`config.mk`:
```
export PLATFORM = sky130hd
export DESIGN_NAME = ubsoc_uart_monitor
export DESIGN_NICKNAME = d
export VERILOG_FILES = /design/src/rtl/ubsoc_dbg_pkg.sv /design/src/rtl/ubsoc_sync_fifo.sv /design/src/rtl/ubsoc_uart_monitor.sv
export SDC_FILE = /design/constraint.sdc
export NUM_CORES = 1
export LEC_CHECK = 0
export ABC_AREA = 1
export BUFFER_PORTS_ARGS = -buffer_cell sky130_fd_sc_hd__buf_2
export CAP_MARGIN = 20
export CORE_MARGIN = 4
export CORE_UTILIZATION = 49
export CTS_BUF_LIST = sky130_fd_sc_hd__clkbuf_2 sky130_fd_sc_hd__clkbuf_4 sky130_fd_sc_hd__clkbuf_8
export DETAILED_ROUTE_END_ITERATION = 7
export PLACE_DENSITY = 0.62
export SLEW_MARGIN = 5
export SYNTH_ARGS = -nofsm -noshare
export SYNTH_HDL_FRONTEND = slang
export SYNTH_SLANG_ARGS = --single-unit
```
`constraint.sdc`:
```
create_clock -name clk_i -period 3.4 [get_ports clk_i]
set_input_delay 0.34 -clock clk_i [delete_from_list [all_inputs] [get_ports clk_i]]
set_output_delay 0.34 -clock clk_i [all_outputs]
set_load 0.01 [all_outputs]
```
`src/rtl/ubsoc_dbg_pkg.sv`:
```
// ---------------------------------------------------------------------------
// ubsoc_dbg_pkg
// Shared definitions for the SoC debug-harness monitors.
//   - uart_state_e : receiver FSM state encoding (3 bits)
//   - UART_BITS    : data bits per UART frame
//   - CLK_DIV_DEFAULT : clk cycles per bit for 12 MHz clock / 115200 baud
// ---------------------------------------------------------------------------
package ubsoc_dbg_pkg;

    typedef enum logic [2:0] {
        S_IDLE  = 3'd0,
        S_START = 3'd1,
        S_DATA  = 3'd2,
        S_STOP  = 3'd3,
        S_BREAK = 3'd4
    } uart_state_e;

    localparam int UART_BITS = 8;

    // 12_000_000 / 115_200 = 104.17, rounded down
    localparam int CLK_DIV_DEFAULT = 104;

endpackage : ubsoc_dbg_pkg

```
`src/rtl/ubsoc_sync_fifo.sv`:
```
// ---------------------------------------------------------------------------
// ubsoc_sync_fifo
// Single-clock circular FIFO with a first-word-fall-through head.
//   clk_i    : clock
//   resetn_i : asynchronous active-low reset (empties the FIFO)
//   push     : write request; accepted when not full, or when full and a
//              pop happens in the same cycle (writes into the freed slot)
//   din      : write data
//   pop      : read request; ignored while empty
//   dout     : head entry, zero while empty
//   count    : occupancy 0..DEPTH
//   full     : count == DEPTH
//   empty    : count == 0
// DEPTH must be a power of two >= 2 so the pointers wrap naturally.
// ---------------------------------------------------------------------------
module ubsoc_sync_fifo #(
    parameter int WIDTH = 8,
    parameter int DEPTH = 16
) (
    input  logic                       clk_i,
    input  logic                       resetn_i,
    input  logic                       push,
    input  logic [WIDTH-1:0]           din,
    input  logic                       pop,
    output logic [WIDTH-1:0]           dout,
    output logic [$clog2(DEPTH+1)-1:0] count,
    output logic                       full,
    output logic                       empty
);

    localparam int PTR_W = $clog2(DEPTH);
    localparam int CNT_W = $clog2(DEPTH+1);

    logic [WIDTH-1:0] r_mem [DEPTH];
    logic [PTR_W-1:0] r_wr_ptr;
    logic [PTR_W-1:0] r_rd_ptr;
    logic [CNT_W-1:0] r_count;

    logic w_do_push;
    logic w_do_pop;

    assign full  = (r_count == CNT_W'(DEPTH));
    assign empty = (r_count == '0);

    assign w_do_pop  = pop & ~empty;
    // When full, a simultaneous pop frees the head slot, which is exactly
    // where the write pointer sits, so the push can land there.
    assign w_do_push = push & (~full | w_do_pop);

    always_ff @(posedge clk_i or negedge resetn_i) begin
        if (!resetn_i) begin
            r_wr_ptr <= '0;
            r_rd_ptr <= '0;
            r_count  <= '0;
        end else begin
            if (w_do_push) begin
                r_wr_ptr <= r_wr_ptr + PTR_W'(1);
            end
            if (w_do_pop) begin
                r_rd_ptr <= r_rd_ptr + PTR_W'(1);
            end
            case ({w_do_push, w_do_pop})
                2'b10:   r_count <= r_count + CNT_W'(1);
                2'b01:   r_count <= r_count - CNT_W'(1);
                default: r_count <= r_count;
            endcase
        end
    end

    // Storage is not reset; the head is masked while empty instead.
    always_ff @(posedge clk_i) begin
        if (w_do_push) begin
            r_mem[r_wr_ptr] <= din;
        end
    end

    assign dout  = empty ? '0 : r_mem[r_rd_ptr];
    assign count = r_count;

endmodule : ubsoc_sync_fifo

```
`src/rtl/ubsoc_uart_monitor.sv`:
```
// ---------------------------------------------------------------------------
// ubsoc_uart_monitor
// Watches a UART TX line (8N1), buffers received bytes in a FIFO and flags
// framing errors, FIFO overflow and occurrences of a match byte.
//   clk_i       : system clock
//   resetn_i    : asynchronous active-low reset
//   rx_i        : serial line, asynchronous, idle high
//   rd_en_i     : pop request
//   rd_data_o   : head-of-FIFO byte, valid while rd_valid_o = 1
//   rd_valid_o  : FIFO not empty
//   count_o     : FIFO occupancy
//   match_o     : one-cycle pulse when an accepted byte equals MATCH_BYTE
//   frame_err_o : sticky, stop bit sampled low
//   overflow_o  : sticky, byte dropped because the FIFO was full
//   clr_i       : synchronous clear of both sticky flags (a set wins)
//   dbg_state_o : receiver FSM state
//
// Read handshake: a byte is consumed on a clock edge where rd_valid_o and
// rd_en_i are both high; rd_en_i without rd_valid_o has no effect, and
// rd_data_o is held stable until it is consumed.
// ---------------------------------------------------------------------------
module ubsoc_uart_monitor
    import ubsoc_dbg_pkg::*;
#(
    parameter int         CLK_DIV    = CLK_DIV_DEFAULT,
    parameter int         FIFO_DEPTH = 16,
    parameter logic [7:0] MATCH_BYTE = 8'h0A
) (
    input  logic                            clk_i,
    input  logic                            resetn_i,
    input  logic                            rx_i,
    input  logic                            rd_en_i,
    output logic [7:0]                      rd_data_o,
    output logic                            rd_valid_o,
    output logic [$clog2(FIFO_DEPTH+1)-1:0] count_o,
    output logic                            match_o,
    output logic                            frame_err_o,
    output logic                            overflow_o,
    input  logic                            clr_i,
    output logic [2:0]                      dbg_state_o
);

    localparam int TMR_W = $clog2(CLK_DIV);
    localparam int CNT_W = $clog2(FIFO_DEPTH+1);
    localparam int IDX_W = $clog2(UART_BITS);

    // ---------------- input synchroniser and edge detect -------------------
    logic r_sync1;
    logic r_sync2;
    logic r_rx_prev;
    logic w_rx_s;

    always_ff @(posedge clk_i or negedge resetn_i) begin
        if (!resetn_i) begin
            r_sync1   <= 1'b1;
            r_sync2   <= 1'b1;
            r_rx_prev <= 1'b1;
        end else begin
            r_sync1   <= rx_i;
            r_sync2   <= r_sync1;
            r_rx_prev <= r_sync2;
        end
    end

    assign w_rx_s = r_sync2;

    // ---------------- receiver FSM -----------------------------------------
    uart_state_e r_state;
    uart_state_e w_state_next;

    logic [TMR_W-1:0]     r_timer;
    logic [IDX_W-1:0]     r_bit_idx;
    logic [UART_BITS-1:0] r_shift;

    logic w_half_tick;
    logic w_bit_tick;
    logic w_last_bit;
    logic w_sample_data;
    logic w_push_req;
    logic w_frame_err_set;
    logic w_timer_reload;

    assign w_half_tick = (r_timer == TMR_W'(CLK_DIV/2 - 1));
    assign w_bit_tick  = (r_timer == TMR_W'(CLK_DIV - 1));
    assign w_last_bit  = (r_bit_idx == IDX_W'(UART_BITS - 1));

    // State register
    always_ff @(posedge clk_i or negedge resetn_i) begin
        if (!resetn_i) begin
            r_state <= S_IDLE;
        end else begin
            r_state <= w_state_next;
        end
    end

    // Next-state logic
    always_comb begin
        w_state_next = r_state;
        case (r_state)
            S_IDLE: begin
                if (r_rx_prev && !w_rx_s) begin
                    w_state_next = S_START;
                end
            end
            S_START: begin
                // Line back high at mid-start-bit: a glitch, not a frame.
                if (w_half_tick) begin
                    w_state_next = w_rx_s ? S_IDLE : S_DATA;
                end
            end
            S_DATA: begin
                if (w_bit_tick && w_last_bit) begin
                    w_state_next = S_STOP;
                end
            end
            S_STOP: begin
                // Leave at mid-stop-bit so a back-to-back start edge is seen.
                if (w_bit_tick) begin
                    w_state_next = w_rx_s ? S_IDLE : S_BREAK;
                end
            end
            S_BREAK: begin
                // Hold off until the line is released so a stuck-low line
                // cannot generate phantom frames.
                if (w_rx_s) begin
                    w_state_next = S_IDLE;
                end
            end
            default: w_state_next = S_IDLE;
        endcase
    end

    // Output / control logic
    always_comb begin
        w_sample_data   = 1'b0;
        w_push_req      = 1'b0;
        w_frame_err_set = 1'b0;
        case (r_state)
            S_DATA: w_sample_data = w_bit_tick;
            S_STOP: begin
                w_push_req      = w_bit_tick &  w_rx_s;
                w_frame_err_set = w_bit_tick & ~w_rx_s;
            end
            default: ;
        endcase
        // The bit timer restarts on every state entry and after every
        // data-bit sample so each sample lands CLK_DIV after the previous.
        w_timer_reload = (w_state_next != r_state) | w_sample_data;
    end

    // Bit timer, bit index and shift register
    always_ff @(posedge clk_i or negedge resetn_i) begin
        if (!resetn_i) begin
            r_timer   <= '0;
            r_bit_idx <= '0;
            r_shift   <= '0;
        end else begin
            if (w_timer_reload || w_bit_tick) begin
                r_timer <= '0;
            end else begin
                r_timer <= r_timer + TMR_W'(1);
            end

            if (r_state != S_DATA) begin
                r_bit_idx <= '0;
            end else if (w_sample_data) begin
                r_bit_idx <= r_bit_idx + IDX_W'(1);
            end

            // LSB arrives first, so shift in from the top.
            if (w_sample_data) begin
                r_shift <= {w_rx_s, r_shift[UART_BITS-1:1]};
            end
        end
    end

    assign dbg_state_o = r_state;

    // ---------------- FIFO --------------------------------------------------
    logic             w_fifo_full;
    logic             w_fifo_empty;
    logic             w_pop;
    logic             w_accept;
    logic             w_overflow_set;
    logic [CNT_W-1:0] w_count;
    logic [7:0]       w_fifo_dout;

    assign w_pop          = rd_en_i & ~w_fifo_empty;
    assign w_accept       = w_push_req & (~w_fifo_full | w_pop);
    assign w_overflow_set = w_push_req & w_fifo_full & ~w_pop;

    ubsoc_sync_fifo #(
        .WIDTH (UART_BITS),
        .DEPTH (FIFO_DEPTH)
    ) u_fifo (
        .clk_i    (clk_i),
        .resetn_i (resetn_i),
        .push     (w_push_req),
        .din      (r_shift),
        .pop      (w_pop),
        .dout     (w_fifo_dout),
        .count    (w_count),
        .full     (w_fifo_full),
        .empty    (w_fifo_empty)
    );

    assign rd_data_o  = w_fifo_dout;
    assign rd_valid_o = ~w_fifo_empty;
    assign count_o    = w_count;

    // ---------------- match pulse and sticky flags --------------------------
    logic r_match;
    logic r_frame_err;
    logic r_overflow;

    always_ff @(posedge clk_i or negedge resetn_i) begin
        if (!resetn_i) begin
            r_match     <= 1'b0;
            r_frame_err <= 1'b0;
            r_overflow  <= 1'b0;
        end else begin
            // Registered so the pulse lines up with the byte appearing.
            r_match <= w_accept & (r_shift == MATCH_BYTE);

            if (w_frame_err_set) begin
                r_frame_err <= 1'b1;
            end else if (clr_i) begin
                r_frame_err <= 1'b0;
            end

            if (w_overflow_set) begin
                r_overflow <= 1'b1;
            end else if (clr_i) begin
                r_overflow <= 1'b0;
            end
        end
    end

    assign match_o     = r_match;
    assign frame_err_o = r_frame_err;
    assign overflow_o  = r_overflow;

endmodule : ubsoc_uart_monitor

```
==> results by group <==
CTS
  • CTS tree: yes
  • Clock Tree Root: clkbuf_8
  • Clock transition at path regs: 80 ps
  • H-tree Lvls: 4
  • Clock tree buffer depth: 2
  • TritonCTS Buffers: 17
  • Sink Count: 168
  • Clock Latency Late Sink: between 400 and 500 ps

Power and ir drop
  • Leak: 0.00317 uW
  • Tot Pwr: about 5300 uW
  • Maximum vdd drop: between 0.0003 and 0.0004 V
  • Pwr/cell area: ~680 mW/mm2

Route
  • DRC viols: 0
  • Total Wirelength: 14600 um
  • DRT met1 WL: 6640 um
  • Pre-Repair DR Iteration Count: 5
  • Met3 wire len: around 700 um
  • Detail Route met2 WL: 7100 um
  • 1st-iter DRT viols: roughly 480
  • Antenna Nets Post-Route: 0
  • Wire per inst: 17.1 um
  • Top layer in use: met4
  • DR vias: 4555
  • Vias per cell: approximately 5.3

Flow run
  • Max-cap violations: 0

STA
  • Final Max Slew Viols: 0
  • Final period util: 82.7%
  • Shortest period the worst path allows: 2810 ps
  • RSZ-0062 raised after global routing: no
  • Final TNS setup: 0 ps
  • Setup violators final: 0
  • Final WS setup: a little under 600 ps
  • Worst-Margin Slew: roughly 880 ps
  • Fin. Hold Viols: 0
  • Slew margin rel.: 41.3%
  • Final Skew: 13.4 ps
  • Fmax: 0.356 GHz

Synth
  • Mapped Cells: between 600 and 700
  • Number of synthesized flops with an enable pin: 128
  • Top cells by area, synth: edfxtp_1 (54%), dfrtp_1 (13%), nand2_1 (9.2%), nand3_1 (7.7%), ha_1 (2.1%)
  • Yosys top cell by area: edfxtp_1
  • Sequential share of the synthesized area: 68.6%
  • Commonest cells in the netlist: nand2_1 (173), edfxtp_1 (128), nand3_1 (109)
  • Syn Area/Cell: 11.1 um2
  • Synth Warn #: 0
  • Flops & latches, synth: 168
  • Share of the synthesized area in the top cell type: roughly 54%
  • Synthesized area: 0.00707 mm2
  • Synthesized Nets: 654
  • Asr flop ratio synth: 23.8%
  • Post-synth top flop: edfxtp_1
  • Synth cell types: 27
  • Cell with the most instances after synthesis: nand2_1

Floorplan
  • Core box area: 0.0140 mm2
  • Die W: ~130 um
  • Die Span Y: 128 um
  • Die area: around 0.016 mm2
  • I/O pin cnt: 25
  • Initial core utilization: 50.5%
  • Rows: 43

Global route
  • Total track usage: 19.5%
  • Antenna violations before repair: 0
  • First-pass GRT wire length: 24300 um
  • GR Overflow Total: 0
  • Largest net degree at the start of global routing: 67
  • Vias in the first global route: ~4700

Setup path
  • CP required: 3720 ps
  • Critical Path Start: r_timer[0]
  • Startpoint Class: flop
  • Crit. End Element: flop
  • Worst EP arrival: 3130 ps
  • Worst r2r src: r_timer[0]
  • Crit-path max FO: 10
  • Setup CP Type: flop to flop

Placement
  • Port-buffer cells: 24
  • Pre-CTS WS: 605 ps
  • RePlAce Congestion: roughly 0.8
  • HPWL after DPL: ~9300 um

Final layout
  • Share of cells above drive strength 1: 11.2%
  • Seq. cell area: approximately 0.0048 mm2
  • Diode count: 0
  • Post-layout nets: between 600 and 700
  • Multi-input logic area: approximately 0.002 mm2
  • Filler cells: between 1000 and 1500
  • Layout area overhead: 10.7%

Worst hold path
  • Hold crit path type: input port to asynchronous set/reset pin

Outcome
  • Status: completed
worst max-delay path: stages (launching register included):
cell and delay [ps]:
dfrtp_1 370, ha_1 250, nand3_1 150, nor2_4 230
nand3_1 150, nor2_4 230, inv_2 60, ha_1 270
fa_1 430, nand3_1 100, nand2_1 70, a21oi_1 130
o21ai_0 110, xor2_1 150
report_power, final:
group          total (uW)  switching (uW)  internal [uW]
clock                1460             666            793
sequential           2360            89.7           2270
combinational        1490             989            502
timing repair:
item | in CTS | in global routing
hold endpoints to repair | 1 | 0
buffers inserted | 0 | 0
gates resized for setup | 0 | 0
hold buffers | 1 | 0
registers in the layout, indices dropped and copies added (netlist names), 3 cells and up:
signal and count:
dbg_state_o 3, r_bit_idx 3, r_shift 8, r_timer 7
u_fifo.count 5, u_fifo.r_mem 128, u_fifo.r_rd_ptr 4, u_fifo.r_wr_ptr 4
per-layer routing:
metal / GRT usage, % / vias to the layer above
met3: 4.92 / 16
met1: 26.3 / 2195
li1: - / 2242
met4: 5.68 / 0
met5: 0 / -
met2: 31.6 / 102
final timing paths:
| kind | to | slack, ps | depth (start not counted) |
|---|---|---|---|
| worst max-delay path | u_fifo.count[4] | 590 | 13 |
| worst max register to register | u_fifo.count[4] | 590 | 13 |
| worst min register to register | r_sync2 | 360 | 0 |
| worst min-delay path | r_timer[3] | 10 | 1 |
| min in group clk_i | overflow_o | 120 | 2 |
| max in group asynchronous | u_fifo.r_rd_ptr[0] | 2780 | 1 |
final cells by class:
| class | instances | share of cell area (%) |
|---|---|---|
| Inverter | 31 | 1.49 |
| Sequential cell | 168 | 62.0 |
| Clock inverter | 9 | 1.60 |
| Tap cell | 180 | 2.88 |
| Multi-Input combinational cell | 411 | 25.5 |
| Timing Repair Buffer | 35 | 2.78 |
| Clock buffer | 23 | 3.73 |
layout by cell type (no fill, tap or decap), types with 5 or more instances in the layout:
cell / instances
ha_1: 12
buf_2: 24
nand3_1: 109
o21ai_0: 16
a21oi_1: 24
dfrtp_1: 36
nor2_1: 39
clkbuf_8: 19
xor2_1: 9
nand4_1: 5
nand2_1: 173
o21a_1: 8
inv_1: 26
edfxtp_1: 128
buf_4: 9
through the flow:
step                instance area [um2]  hold slack, ps  std cells  util, %
floorplan                          7070            44.4        636        -
global placement                   7400             348        824     52.9
detailed placement                 7400             347        824     52.9
global route                       7820            54.8        857     55.9
CTS                                7820            15.7        857     55.9
finish                             7820            13.0        857     55.9
logic make-up after synthesis:
family,share of synthesized area (%)
flops,68.6
fa+ha+maj,2.41
compound gates,3.88
simple gates,20.2
mux,0.159
xor+xnor,1.61
buf+inv,3.12
Note: power is estimated with default switching activity, not from simulation.
